## src/rtl/lot_gate_controller.sv

```systemverilog
// lot_gate_controller
//
// Sequences a two-gate parking lot (entry and exit) in front of an occupancy
// counter. Only one gate is open at a time. Each car is tracked through its
// gate's pass-through sensor, and every completed passage produces exactly
// one single-cycle inc (entry) or dec (exit) pulse. Entry is refused while
// the counter reports full.
//
// Configuration macro:
//   EXIT_PRIORITY_EN - when defined, a tie between effective entry and exit
//                      requests always goes to exit. When undefined, ties
//                      alternate between the two gates (round-robin).
//
// Parameters:
//   TIMEOUT - cycles a gate stays open waiting for a car (1..65535)
//   TW      - timer width, 2**TW > TIMEOUT
//
// Ports:
//   clk          system clock, rising edge
//   reset        asynchronous active-high reset
//   entry_req    level request from the entry gate
//   exit_req     level request from the exit gate
//   entry_sense  entry pass-through sensor (high while a car is in the gate)
//   exit_sense   exit pass-through sensor
//   full         lot-full flag from the counter
//   entry_open   entry gate actuator (registered)
//   exit_open    exit gate actuator (registered)
//   inc          one-cycle pulse, car entered
//   dec          one-cycle pulse, car exited
//   denied       one-cycle pulse, entry refused because full
//   timeout      one-cycle pulse, open gate aborted with no car
//   busy         high whenever the controller is not idle
module lot_gate_controller #(
    parameter int unsigned TIMEOUT = 16,
    parameter int unsigned TW      = 16
) (
    input  logic clk,
    input  logic reset,
    input  logic entry_req,
    input  logic exit_req,
    input  logic entry_sense,
    input  logic exit_sense,
    input  logic full,
    output logic entry_open,
    output logic exit_open,
    output logic inc,
    output logic dec,
    output logic denied,
    output logic timeout,
    output logic busy
);

    typedef enum logic [2:0] {
        IDLE    = 3'd0,
        EN_OPEN = 3'd1,
        EN_PASS = 3'd2,
        EN_DONE = 3'd3,
        EX_OPEN = 3'd4,
        EX_PASS = 3'd5,
        EX_DONE = 3'd6
    } state_t;

    localparam logic [TW-1:0] TIMEOUT_LAST = TW'(TIMEOUT - 1);

    state_t        state_r;
    logic [TW-1:0] timer_r;
    logic          eff_entry_s;
    logic          grant_entry_s;
    logic          grant_exit_s;

`ifdef EXIT_PRIORITY_EN
    // Arbitration: exit always wins a tie so a space is freed first.
    always_comb begin
        eff_entry_s   = entry_req & ~full;
        grant_exit_s  = exit_req;
        grant_entry_s = eff_entry_s & ~exit_req;
    end
`else
    // 1'b1 means the most recent grant went to the exit gate.
    logic last_grant_r;

    // Arbitration: a tie goes to the gate opposite the most recent grant.
    always_comb begin
        eff_entry_s   = entry_req & ~full;
        grant_entry_s = 1'b0;
        grant_exit_s  = 1'b0;
        if (eff_entry_s && exit_req) begin
            grant_entry_s = last_grant_r;
            grant_exit_s  = ~last_grant_r;
        end else begin
            grant_entry_s = eff_entry_s;
            grant_exit_s  = exit_req;
        end
    end
`endif

    // Gate sequencing FSM with all outputs registered alongside the state.
    always_ff @(posedge clk or posedge reset) begin
        if (reset) begin
            state_r      <= IDLE;
            timer_r      <= '0;
`ifndef EXIT_PRIORITY_EN
            last_grant_r <= 1'b1;
`endif
            entry_open   <= 1'b0;
            exit_open    <= 1'b0;
            inc          <= 1'b0;
            dec          <= 1'b0;
            denied       <= 1'b0;
            timeout      <= 1'b0;
            busy         <= 1'b0;
        end else begin
            // Pulse outputs are single-cycle unless re-asserted below.
            inc     <= 1'b0;
            dec     <= 1'b0;
            denied  <= 1'b0;
            timeout <= 1'b0;
            case (state_r)
                IDLE: begin
                    // Refusal is reported even when exit is granted this cycle.
                    denied  <= entry_req & full;
                    timer_r <= '0;
                    if (grant_entry_s) begin
                        state_r      <= EN_OPEN;
                        entry_open   <= 1'b1;
                        exit_open    <= 1'b0;
                        busy         <= 1'b1;
`ifndef EXIT_PRIORITY_EN
                        last_grant_r <= 1'b0;
`endif
                    end else if (grant_exit_s) begin
                        state_r      <= EX_OPEN;
                        entry_open   <= 1'b0;
                        exit_open    <= 1'b1;
                        busy         <= 1'b1;
`ifndef EXIT_PRIORITY_EN
                        last_grant_r <= 1'b1;
`endif
                    end else begin
                        state_r    <= IDLE;
                        entry_open <= 1'b0;
                        exit_open  <= 1'b0;
                        busy       <= 1'b0;
                    end
                end
                EN_OPEN, EX_OPEN: begin
                    // A sensor hit beats a coincident expiry.
                    if ((state_r == EN_OPEN) ? entry_sense : exit_sense) begin
                        state_r <= (state_r == EN_OPEN) ? EN_PASS : EX_PASS;
                    end else if (timer_r == TIMEOUT_LAST) begin
                        state_r    <= IDLE;
                        timer_r    <= '0;
                        entry_open <= 1'b0;
                        exit_open  <= 1'b0;
                        busy       <= 1'b0;
                        timeout    <= 1'b1;
                    end else begin
                        timer_r <= timer_r + TW'(1);
                    end
                end
                EN_PASS: begin
                    // Car has cleared the sensor: close and count it.
                    if (!entry_sense) begin
                        state_r    <= EN_DONE;
                        entry_open <= 1'b0;
                        inc        <= 1'b1;
                    end else begin
                        state_r <= EN_PASS;
                    end
                end
                EX_PASS: begin
                    if (!exit_sense) begin
                        state_r   <= EX_DONE;
                        exit_open <= 1'b0;
                        dec       <= 1'b1;
                    end else begin
                        state_r <= EX_PASS;
                    end
                end
                EN_DONE, EX_DONE: begin
                    // Gives the counter a cycle to update full before arbitration.
                    state_r <= IDLE;
                    busy    <= 1'b0;
                end
                default: begin
                    state_r    <= IDLE;
                    timer_r    <= '0;
                    entry_open <= 1'b0;
                    exit_open  <= 1'b0;
                    busy       <= 1'b0;
                end
            endcase
        end
    end

endmodule

```

## config.mk

```make
export PLATFORM = sky130hd
export DESIGN_NAME = lot_gate_controller
export DESIGN_NICKNAME = d
export VERILOG_FILES = /design/src/rtl/lot_gate_controller.sv
export SDC_FILE = /design/constraint.sdc
export NUM_CORES = 1
export LEC_CHECK = 0
export BUFFER_PORTS_ARGS = -buffer_cell sky130_fd_sc_hd__buf_4
export CORE_AREA = 2 2 55 57
export DETAILED_ROUTE_END_ITERATION = 10
export DIE_AREA = 0 0 57 59
export PLACE_DENSITY = 0.9
export SLEW_MARGIN = 20
export SYNTH_ARGS = -nofsm -noshare
export SYNTH_HDL_FRONTEND = slang
export SYNTH_SLANG_ARGS = --single-unit
```

## constraint.sdc

```tcl
create_clock -name clk -period 3.8 [get_ports clk]
set_input_delay 0.19 -clock clk [delete_from_list [all_inputs] [get_ports clk]]
set_output_delay 0.19 -clock clk [all_outputs]
set_load 0.02 [all_outputs]
```

==> summary.md <==
| Metric | Value |
|---|---|
| Reg2Reg Capture Point | `state_r[0]$_DFFE_PP0P_` |
| Core area | `2710 um^2` |
| Max capacitance violation total | `0` |
| Req. time, crit path | `4.03 ns` |
| Pwr/cell area | `approximately 580 nW/um^2` |
| Setup Skew | `about 0.0066 ns` |
| VDD IR max | `roughly 460 uV` |
| Critical path endpoint category | `register` |
| Area delta synth->final | `5.727%` |
| Largest net degree at the start of global routing | `28` |
| FFs w/ async S/R, synth | `1.000` |
| Residual DRC count | `0` |
| Grt ovf | `0` |
| Io pins | `14` |
| Antenna violations before repair | `0` |
| Root buf cell | `clkbuf_4` |
| Total power | `~1 mW` |
| Crit path max fanout | `27` |
| TritonCTS Sinks | `27` |
| Final Slew Violations | `0` |
| Register Area | `676.9 um^2` |
| Seq/Total Area, Yosys | `0.4077` |
| Worst path slowest cell | `dfrtp_1` |
| #FFs+latches synth | `27` |
| Setup slack, reg-to-reg | `1.63 ns` |
| Cell count after synthesis | `173` |
| Multi-input gate area | `889.6 um^2` |
| Crit path from | `timer_r[0]$_DFFE_PP0P_` |
| CTS tree | `done` |
| Antenna-violating nets left | `0` |
| N_diodes | `0` |
| Num CTS Buffers | `3` |
| DR WL/cell | `17.48 um` |
| Worst hold path class | `input pin to register` |
| EDFF count, synth | `0` |
| Final Instance Area | `around 1800 um^2` |
| RD Place Congestion | `0.8895` |
| Dpl cell area | `1718 um^2` |
| Synth Warn # | `0` |
| # rows | `19` |
| Netlist cell types | `49` |
| Most frequent cells in the layout | `dfrtp_1 (26), a31oi_1 (17), nand3_1 (16)` |
| Pre-antenna DRT Iters | `6` |
| Wl on met1 | `1541 um` |
| Average size of a mapped cell | `9.597 um^2` |
| Cell Area, Synth | `1660 um^2` |
| Worst Tran Pin Value | `0.9405 ns` |
| Worst skew pair latency | `around 0.33 ns` |
| All-Layer GR Usage | `0.2429` |
| End point of the critical path | `state_r[0]$_DFFE_PP0P_` |
| Routed wl met2 | `1894 um` |
| Worst-path clk slew | `0.15 ns` |
| Setup CP Type | `register to register` |
| Status | `complete, no violations` |
| Post-cts resize count | `0` |
| Syn nets | `approximately 180` |
| Die Ht | `a little under 60 um` |
| Tcrit/Tclk final | `0.5713` |
| H-tree level count | `1` |
| DR top layer | `met4` |
| Width of the die | `57 um` |
| # hold bufs at CTS | `0` |
| Max transition margin | `0.3691` |
| Final nets | `187` |
| Crit-path cells | `ha_1 > and4b_1 > nand4_4 > and2_4 > a2111o_1` |
| DR vias/cell | `7.029` |
| Global-route wire length before repair | `6479 um` |
| Final HPWL DP | `around 2500 um` |
| Layout fillers | `225` |
| Die Area | `around 3400 um^2` |
| Met3 WL post-DR | `184 um` |
| Worst Reg-to-Reg Cells | `5` |
| Final wirelength | `between 3000 and 4000 um` |
| Synth Flop Type | `dfrtp_1` |
| Slowest stage delay, CP | `0.46 ns` |
| Critical path arrival | `2.40 ns` |
| I/O Buffers | `13` |
| Hold Vio Cnt, Final | `0` |
| Final Critical Period | `2.171 ns` |
| Fin Setup TNS | `0 ns` |
| Layout cells sized above 1 | `0.1629` |
| CTS Buffer Depth | `2` |
| R2R Path Start | `timer_r[0]$_DFFE_PP0P_` |
| Post-CTS setup buffers | `0` |
| DR iter-0 viols | `86` |
| Vias | `1469` |
| LEAKAGE | `0.7172 nW` |
| Achievable Freq | `460.7 MHz` |
| Initial core utilization | `0.6126` |
| Final setup vio count | `0` |
| Setup crit start kind | `register` |
| Commonest non-fill, non-tap cell in the layout | `dfrtp_1` |
| Vias in the first global route | `around 1400` |
| RSZ-0062 raised after global routing | `false` |
synthesized netlist by cell type (3+ instances only):
library cell,instances,area (um^2)
dfrtp_1,26,650.6
a31oi_1,17,106.4
nand3_1,16,80.08
nand2_1,10,37.54
buf_2,6,30.03
nor2_1,6,22.52
a41oi_1,5,43.79
and3_1,5,31.28
o211ai_1,5,37.54
a21oi_1,4,20.02
inv_1,4,15.01
nand2b_1,4,25.02
nand3b_1,4,30.03
nand4_1,4,25.02
nor3_1,4,20.02
clkbuf_1,3,11.26
nor4_1,3,18.77
o21bai_1,3,22.52
stage by stage:
stage                 util  setup WS, ns  hold WS [ns]  cells
finish              0.6477         1.629       0.06896    209
global route        0.6477         1.503       0.05795    209
CTS                 0.6440         1.648       0.06688    208
detailed placement  0.6339         1.671        0.4278    204
global placement    0.6339         1.780        0.4156    204
floorplan                -         2.109        0.2420    173
registers in the layout, summed over array words and instances (netlist names):
signal	count
timeout	1
entry_open	1
last_grant_r	1
inc	1
timer_r	16
denied	1
exit_open	1
busy	1
dec	1
state_r	3
how the worst min path moves through the flow:
stage                      from          endpoint  cells past startpoint
floorplan                 reset  busy$_DFFE_PP0P_                      1
global placement     exit_sense     dec$_DFF_PP0_                      2
detailed placement   exit_sense     dec$_DFF_PP0_                      2
CTS                 entry_sense     inc$_DFF_PP0_                      2
global route         exit_sense     dec$_DFF_PP0_                      2
finish               exit_sense     dec$_DFF_PP0_                      2
layout make-up:
class / count / share of cell area
Inverter: 4 / 0.008553
Timing Repair Buffer: 14 / 0.06130
Sequential cell: 27 / 0.3856
Clock inverter: 1 / 0.002851
Tap cell: 31 / 0.02210
Multi-Input combinational cell: 129 / 0.5068
Clock buffer: 3 / 0.01283
logic make-up after synthesis:
kind of cell,after synthesis,synth area share
xor+xnor,1,0.005276
compound gates,50,0.2178
fa+ha+maj,1,0.007535
mux,2,0.01356
flops,27,0.4077
simple gates,75,0.2916
buf+inv,17,0.05651
worst max-delay path, delay by kind of cell (launching register included):
| kind | cells | cell delay, ns |
|---|---|---|
| simple gates | 3 | 0.96 |
| flops | 1 | 0.46 |
| compound gates | 1 | 0.41 |
| fa+ha+maj | 1 | 0.24 |
report_power, final:
| part | switching, mW | internal (mW) |
|---|---|---|
| combinational | 0.264 | 0.181 |
| sequential | 0.0969 | 0.345 |
| clock | 0.0880 | 0.0395 |
routing by layer:
layer,track usage,up-vias
met5,0,-
met4,0.06977,0
met3,0.03493,4
met2,0.4236,65
met1,0.3169,711
li1,-,689
No activity file was read; power rests on OpenSTA's default activity.
